## config.mk

```make
export PLATFORM = sky130hd
export DESIGN_NAME = video_pattern_generator
export DESIGN_NICKNAME = d
export VERILOG_FILES = /design/src/rtl/video_pattern_generator.sv
export SDC_FILE = /design/constraint.sdc
export NUM_CORES = 1
export LEC_CHECK = 0
export CORE_ASPECT_RATIO = 0.7
export CORE_MARGIN = 3
export CORE_UTILIZATION = 40
export CTS_BUF_LIST = sky130_fd_sc_hd__clkbuf_8
export CTS_CLUSTER_SIZE = 14
export DETAILED_ROUTE_END_ITERATION = 16
export GPL_TIMING_DRIVEN = 1
export MAX_ROUTING_LAYER = met4
export PLACE_DENSITY_LB_ADDON = 0.12
export SKIP_CTS_REPAIR_TIMING = 1
export SLEW_MARGIN = 25
export SYNTH_ARGS = -nofsm -noshare
export SYNTH_HDL_FRONTEND = slang
export SYNTH_SLANG_ARGS = --single-unit
```

## constraint.sdc

```tcl
create_clock -name clk_clk -period 5.31 [get_ports clk_clk]
set_clock_uncertainty 0.05 [all_clocks]
set_input_delay 1.062 -clock clk_clk [delete_from_list [all_inputs] [get_ports clk_clk]]
set_output_delay 1.062 -clock clk_clk [all_outputs]
set_load 0.02 [all_outputs]
```

## src/rtl/video_pattern_generator.sv

```systemverilog
// Avalon-ST test-pattern source: bars, ramp, scrolling checkerboard, solid; one pixel per clock.
// Latency: first pixel valid one cycle after enable is sampled in IDLE; back-to-back frames have no gap.
// Backpressure: while valid && !ready, data/sop/eop hold and no counter advances.
module video_pattern_generator #(
  parameter int WIDTH  = 640,
  parameter int HEIGHT = 480
) (
  input  logic        clk_clk,
  input  logic        reset_reset,
  input  logic        enable,
  input  logic [1:0]  pattern_sel,
  input  logic [23:0] solid_color,
  output logic [23:0] out_data,
  output logic        out_valid,
  input  logic        out_ready,
  output logic        out_startofpacket,
  output logic        out_endofpacket,
  output logic [15:0] frame_count
);

  localparam logic [9:0] X_LAST   = 10'(WIDTH - 1);
  localparam logic [9:0] Y_LAST   = 10'(HEIGHT - 1);
  localparam logic [6:0] SUB_LAST = 7'(WIDTH / 8 - 1);

  // The frame-end decision is taken on the eop transfer edge itself, so it
  // folds into the ACTIVE exit rather than occupying a cycle of its own.
  typedef enum logic {IDLE, ACTIVE} state_t;

  state_t      state, state_nxt;
  logic [9:0]  x, y, x_n, y_n;
  logic [2:0]  bar, bar_n;
  logic [6:0]  sub, sub_n;
  logic [1:0]  pat_q, pat_n;
  logic [23:0] solid_q, solid_n;
  logic [9:0]  fc_lo;
  logic [23:0] pix_n;
  logic        eop_n;
  logic        xfer, last_pix, frame_done;
  logic        load_first, step_pix, stop;

  assign xfer       = out_valid && out_ready;
  assign last_pix   = (x == X_LAST) && (y == Y_LAST);
  assign frame_done = xfer && last_pix;

  always_ff @(posedge clk_clk) begin
    if (reset_reset) state <= IDLE;
    else             state <= state_nxt;
  end

  always_comb begin
    state_nxt = state;
    case (state)
      IDLE:   if (enable) state_nxt = ACTIVE;
      ACTIVE: if (frame_done && !enable) state_nxt = IDLE;
      default: state_nxt = IDLE;
    endcase
  end

  always_comb begin
    load_first = enable && ((state == IDLE) || frame_done);
    step_pix   = (state == ACTIVE) && xfer && !last_pix;
    stop       = (state == ACTIVE) && frame_done && !enable;
  end

  always_comb begin
    x_n     = x;
    y_n     = y;
    bar_n   = bar;
    sub_n   = sub;
    pat_n   = pat_q;
    solid_n = solid_q;
    if (load_first) begin
      x_n     = '0;
      y_n     = '0;
      bar_n   = '0;
      sub_n   = '0;
      pat_n   = pattern_sel;
      solid_n = solid_color;
    end else if (x == X_LAST) begin
      x_n   = '0;
      y_n   = y + 10'd1;
      bar_n = '0;
      sub_n = '0;
    end else begin
      x_n = x + 10'd1;
      if (sub == SUB_LAST) begin
        sub_n = '0;
        bar_n = bar + 3'd1;
      end else begin
        sub_n = sub + 7'd1;
      end
    end
    eop_n = (x_n == X_LAST) && (y_n == Y_LAST);
  end

  // A frame loaded on the eop edge must see the count that edge produces.
  assign fc_lo = frame_count[9:0] + 10'(frame_done);

  always_comb begin
    pix_n = '0;
    case (pat_n)
      2'd0: begin
        case (bar_n)
          3'd0: pix_n = 24'hFFFFFF;
          3'd1: pix_n = 24'hFFFF00;
          3'd2: pix_n = 24'h00FFFF;
          3'd3: pix_n = 24'h00FF00;
          3'd4: pix_n = 24'hFF00FF;
          3'd5: pix_n = 24'hFF0000;
          3'd6: pix_n = 24'h0000FF;
          default: pix_n = 24'h000000;
        endcase
      end
      2'd1: pix_n = {x_n[7:0], y_n[7:0], fc_lo[7:0]};
      2'd2: pix_n = (1'((x_n + fc_lo) >> 5) ^ 1'(y_n >> 5)) ? 24'hFFFFFF : 24'h000000;
      default: pix_n = solid_n;
    endcase
  end

  always_ff @(posedge clk_clk) begin
    if (reset_reset) begin
      x                 <= '0;
      y                 <= '0;
      bar               <= '0;
      sub               <= '0;
      pat_q             <= '0;
      solid_q           <= '0;
      frame_count       <= '0;
      out_data          <= '0;
      out_valid         <= 1'b0;
      out_startofpacket <= 1'b0;
      out_endofpacket   <= 1'b0;
    end else begin
      if (frame_done) frame_count <= frame_count + 16'd1;
      if (load_first) begin
        pat_q   <= pattern_sel;
        solid_q <= solid_color;
      end
      if (load_first || step_pix) begin
        x                 <= x_n;
        y                 <= y_n;
        bar               <= bar_n;
        sub               <= sub_n;
        out_data          <= pix_n;
        out_valid         <= 1'b1;
        out_startofpacket <= load_first;
        out_endofpacket   <= eop_n;
      end else if (stop) begin
        out_valid         <= 1'b0;
        out_startofpacket <= 1'b0;
        out_endofpacket   <= 1'b0;
      end
    end
  end

endmodule

```

**Word-level counts from Yosys, hierarchy flattened**

Index checks and enable logic that the tools add are counted.

- Register bits: 100
- Output and inout bits: 43

- Add/subtract/negate cells: 7
- Eq/ne operators: 13
- Bitwise gates (word level): 2
- Multiplexer cells: 22
- Reductions and logical operators: 17

Operators by type and width:

| cell | number |
|---|---|
| one-hot mux 24 bit (7 select lines) | 1 |
| one-hot mux 24 bit (3 select lines) | 1 |
| two-way mux 24 bit | 2 |
| two-way mux 10 bit | 4 |
| two-way mux 7 bit | 3 |
| adder 10 x 1 -> 10 bit, second input constant | 2 |
| equality test 10 bit, second input constant | 2 |
| equality test 10 x 9 -> 1 bit, second input constant | 2 |
| adder 16 x 1 -> 16 bit, second input constant | 1 |
| logical AND 1 bit | 10 |
| equality test 3 bit, second input constant | 3 |
| two-way mux 3 bit | 3 |
| adder 8 x 1 -> 8 bit | 1 |
| adder 7 x 1 -> 7 bit, second input constant | 1 |
| equality test 7 bit, second input constant | 1 |
| adder 6 bit | 1 |
| equality test 3 x 2 -> 1 bit, second input constant | 2 |
| two-way mux 1 bit | 6 |
| adder 3 x 1 -> 3 bit, second input constant | 1 |
| equality test 3 x 1 -> 1 bit, second input constant | 1 |
| logical NOT 3 bit | 1 |
| equality test 2 x 1 -> 1 bit, second input constant | 1 |
| equality test 2 bit, second input constant | 1 |
| logical NOT 1 bit | 2 |
| other kinds (7) | 8 |

**Depth between registers and ports, before layout**

- Depth after elaboration: 10
- Gate-level depth with buffers: 18
- Gate-level depth less buffers: 16

**Least setup slack after synthesis**

No wires, ideal clock.

- Path type: register -> register
- Start point: register x[0]
- End point: register out_data[16]
- Slack: 1,286 ps
- Arrival time: 3,832 ps
- Library setup time: 142 ps
- Stages on the path, launching flop included: 18
- Path through: dfxtp_1 > ha_1 > nand3_2 > or4_4 > o31ai_4 > and2_4 > buf_8 > nor2_1 > ha_1 > a21oi_1 > o21ai_0 > xor2_1 > mux2i_1 > xnor2_1 > and3_1 > clkbuf_1 > nor4b_4 > a211oi_1

- Longest elaborated chain between the ends: 10
- Elaborated cells between the ends (all ways): 33

RTL lines:

| element | line | text |
|---|---|---|
| start, declared | 30 | `logic [9:0] x, y, x_n, y_n;` |
| start signal, assigned | 140 | `x <= x_n;` |
| parallel branches: the longest is 5 deep, another holds adder 10 x 1 -> 10 bit | n/a |  |
| two-way mux 10 bit * | 72 | `if (load_first) begin` |
| via x_n[4] | 30 |  |
| adder 6 bit * | 115 | `2'd2: pix_n = (1'((x_n + fc_lo) >> 5) ^ 1'(y_n >> 5)) ? 24'hFFFFFF : 24'h000000;` |
| XOR 1 bit * | 115 |  |
| two-way mux 24 bit * | 115 |  |
| one-hot mux 24 bit (3 select lines) * | 101 | `case (pat_n)` |
| end signal, assigned | 144 | `out_data <= pix_n;` |
| end, declared | 13 | `output logic [23:0] out_data,` |

Mark *: on every way through the listed nets, which the timed path passes.
A chain may end at the register's enable or synchronous reset.

**Worst setup path after layout**

- Start point: register x[0]
- End point: register out_data[19]

- Longest elaborated chain between the ends: 10
- Elaborated cells between the ends (all ways): 33

RTL lines:

| element |
|---|
| parallel branches: the longest is 10 deep, another holds adder 8 x 1 -> 8 bit |

Parallel ways; which one is timed is not known.

==> flow_metrics.py <==
metrics = {
    "critical_path": {
        "r2r_end": "out_data[19]",
        "crit_start": "x[0]",
        "regToRegSetupSlack_ns": 0.65,
        "crit_type": "reg2reg",
        "crit_top_cell": "ha_1",
        "max_stage_delay_ns": 0.62,
        "worst_setup_path_end_kind": "flip-flop",
        "cp_slowest_cell": "nor3_1",
        "worstPathArrival_ns": 4.84,
        "r2r-start": "x[0]",
        "cp_max_fo": 8,
        "required_ns": 5.49,
        "r2r_cells": 16,
        "crit_chain": "ha_1 > nand3_2 > nor3_1 > and4_1 > ha_1 > nand2_1 > xnor2_1 > ha_1 > a21oi_1 > o21ai_0 > xor2_1 > mux2i_1 > xnor2_1 > and3_1 > nor4b_4 > a211oi_1",
        "startpoint_type": "flip-flop",
    },
    "logic_synthesis": {
        "ys_seq_elements": 100,
        "synth_mux_area_frac": 0.0538,
        "synth_area_per_cell_sq_um": 8.15,
        "synth-xor-area-share": 0.0706,
        "synth_top_family_by_area": "simple AND/OR/NAND/NOR gates",
        "synthesis.instances": 639,
        "synthSimpleGateAreaFrac": 0.240,
        "ys_warn_count": 0,
        "synth_nets": 679,
        "synth.distinct_cells": 60,
        "synth_ff_type": "dfxtp_1",
        "async_reset_ff_frac": 0,
        "synth-edff-count": 0,
        "synth-compound-area-share": 0.187,
        "synthAdderAreaFrac": 0.0240,
        "netlist_area_sq_mm": 0.00521,
        "ys_seq_area_frac": 0.384,
    },
    "timing": {
        "rsz0062_at_grt": "false",
        "tightest_slew_ns": 0.974,
        "hold_viol": 0,
        "finalSetupTns_ns": 0,
        "setup_viol": 0,
        "post-route-period-util": 0.878,
        "maxSlewViolCount": 0,
        "period_needed_ns": 4.66,
        "fmax_mhz": 215,
        "slew_headroom": 0.344,
    },
    "drt": {
        "drt-vias-per-instance": 5.73,
        "drtPass1Iterations": 5,
        "wl_per_cell_um": 18.1,
        "vias": 4948,
        "drt_wl_total_um": 15600,
        "antenna_left": 0,
        "drt_iter0_markers": 447,
        "drcViolationCount": 0,
    },
    "layout": {
        "instances_no_fill": 863,
        "drive_gt1_frac": 0.0599,
        "finish.instance_area_sq_mm": 0.00627,
        "num_antenna_cells": 0,
        "final_common_cell": "dfxtp_1",
        "nNetsFinal": 736,
        "layout_common_cells": "100 x dfxtp_1, 92 x nor2_1, 71 x clkdlybuf4s50_1, 67 x nand2_1, 66 x a21oi_1",
        "area_delta_synth_final_pct": 20.3,
        "final_core_utilization": 0.499,
    },
    "die": {
        "ioPinCount": 73,
        "core.rowCount": 34,
        "start_util": 0.415,
        "fp.dieArea_sq_mm": 0.0144,
        "core_sq_mm": 0.0125,
        "die-width_um": 142,
        "die-height_um": 101,
    },
    "power_and_ir_drop": {
        "max-vdd-ir-drop_v": 0.000165,
        "power_density_mw_per_mm2": 258,
        "p_leak_nw": 2.26,
    },
    "grt": {
        "grt_pass1_wl_um": 25000,
        "grt_antenna_before_repair": 0,
        "grt_max_degree": 35,
        "grt_pass1_vias": 4686,
        "track_usage": 0.226,
        "grt-ovfl-total": 0,
    },
    "cts": {
        "cts_buffers": 9,
        "path_clk_slew_ns": 0.10,
        "clk_latency_ns": 0.38,
        "clock_path_buffers": 2,
        "cts_tree": "done",
        "numClockSinks": 100,
        "cts_max_level": 3,
        "cts-root-buf": "clkbuf_8",
    },
    "hold_path": {
        "hp-start": "out_data[1]",
        "hold_class": "reg2reg",
        "whs_endpoint": "out_data[1]",
        "min_path_cells": 2,
    },
    "placement": {
        "placedCellCount": 847,
        "gp_congestion": 0.938,
        "place_hpwl_um": 11600,
        "place_area_sq_mm": 0.00604,
        "portBuffers": 72,
    },
    "run": {
        "max_cap_violations": 0,
    },
    "outcome": {
        "status": "finished, final reports clean",
    },
}
flip-flops by register name, indices dropped and copies added, names as in the netlist:
| signal | count |
|---|---|
| sub | 7 |
| y | 10 |
| pat_q | 2 |
| x | 10 |
| out_valid | 1 |
| out_endofpacket | 1 |
| state | 1 |
| solid_q | 24 |
| out_startofpacket | 1 |
| out_data | 24 |
| bar | 3 |
| frame_count | 16 |
layout make-up:
| cell class | count | area, sq um |
|---|---|---|
| sequential | 100 | 2000 |
| inverter | 15 | 56.3 |
| timing repair buffer | 81 | 783 |
| clock buffer | 9 | 124 |
| tap | 162 | 203 |
| multi-input combinational | 489 | 3000 |
| clock inverter | 7 | 98.8 |
| fill | 1182 | 6280 |
routing by layer:
metal	GRT usage	vias to the layer above	wire length, um
li1	-	2381	-
met1	0.328	2331	7800
met2	0.314	208	6430
met3	0.0472	28	1090
met4	0.0672	0	300
met5	-	-	0
power by group:
| group | switching, mW | leakage, nW | total [mW] | internal [mW] |
|---|---|---|---|---|
| Sequential | 0.0246 | 0.816 | 0.809 | 0.784 |
| Combinational | 0.148 | 1.34 | 0.253 | 0.105 |
| Clock | 0.285 | 0.109 | 0.554 | 0.269 |
| Total | 0.457 | 2.26 | 1.62 | 1.16 |
synthesized netlist by cell type, types with 4 or more instances:
cell      number  area (sq um)
nand4_1       14          87.6
a21oi_1       66           330
nor2_1        93           349
nand3_1       16          80.1
dfxtp_1      100          2000
or3_1          7          43.8
and3_1         9          56.3
clkbuf_1      25          93.8
a32oi_1       16           140
xnor2_1       23           201
nand3b_1       4          30.0
ha_1          10           125
o21ai_1       13          65.1
buf_2          7          35.0
mux2i_1       28           280
inv_1         15          56.3
xor2_1        19           166
nor4_1         4          25.0
a211oi_1      10          75.1
nor3_1        15          75.1
nand2b_1       7          43.8
o21ai_0       16          80.1
nand2_1       67           251
metrics by stage:
| step | power (mW) | setup WS (ns) | hold slack [ns] |
|---|---|---|---|
| 2_1_floorplan | 0.968 | 1.29 | 0.404 |
| 3_5_place_dp | 1.08 | 0.486 | 0.409 |
| 6_report | 1.62 | 0.649 | 0.425 |
| 5_1_grt | 1.68 | 0.366 | 0.465 |
| 4_1_cts | 1.63 | 0.765 | 0.424 |
| 3_3_place_gp | 1.07 | 0.678 | 0.399 |
worst max path at each step:
stage / to / slack (ns) / cells past startpoint
after floorplan: out_data[16] / 1.29 / 17
after global placement: out_data[19] / 0.68 / 16
after detailed placement: out_data[19] / 0.49 / 16
after CTS: out_data[19] / 0.77 / 16
after global routing: out_data[19] / 0.37 / 16
final: out_data[19] / 0.65 / 16
worst max-delay path, delay by kind of cell (launching register included):
family | cells | cell delay, ns
simple gates | 6 | 1.96
fa+ha+maj | 3 | 0.79
xor+xnor | 3 | 0.61
flops | 1 | 0.53
compound gates | 3 | 0.40
mux | 1 | 0.17
logic make-up after synthesis:
logic type	Yosys count
DFF	100
muxes	28
adders and majority gates	10
buffers and inverters	50
xor gates and xnor gates	42
and+or+nand+nor	258
AOI/OAI and AO/OA	151
Power figures use the tool's default switching activity.
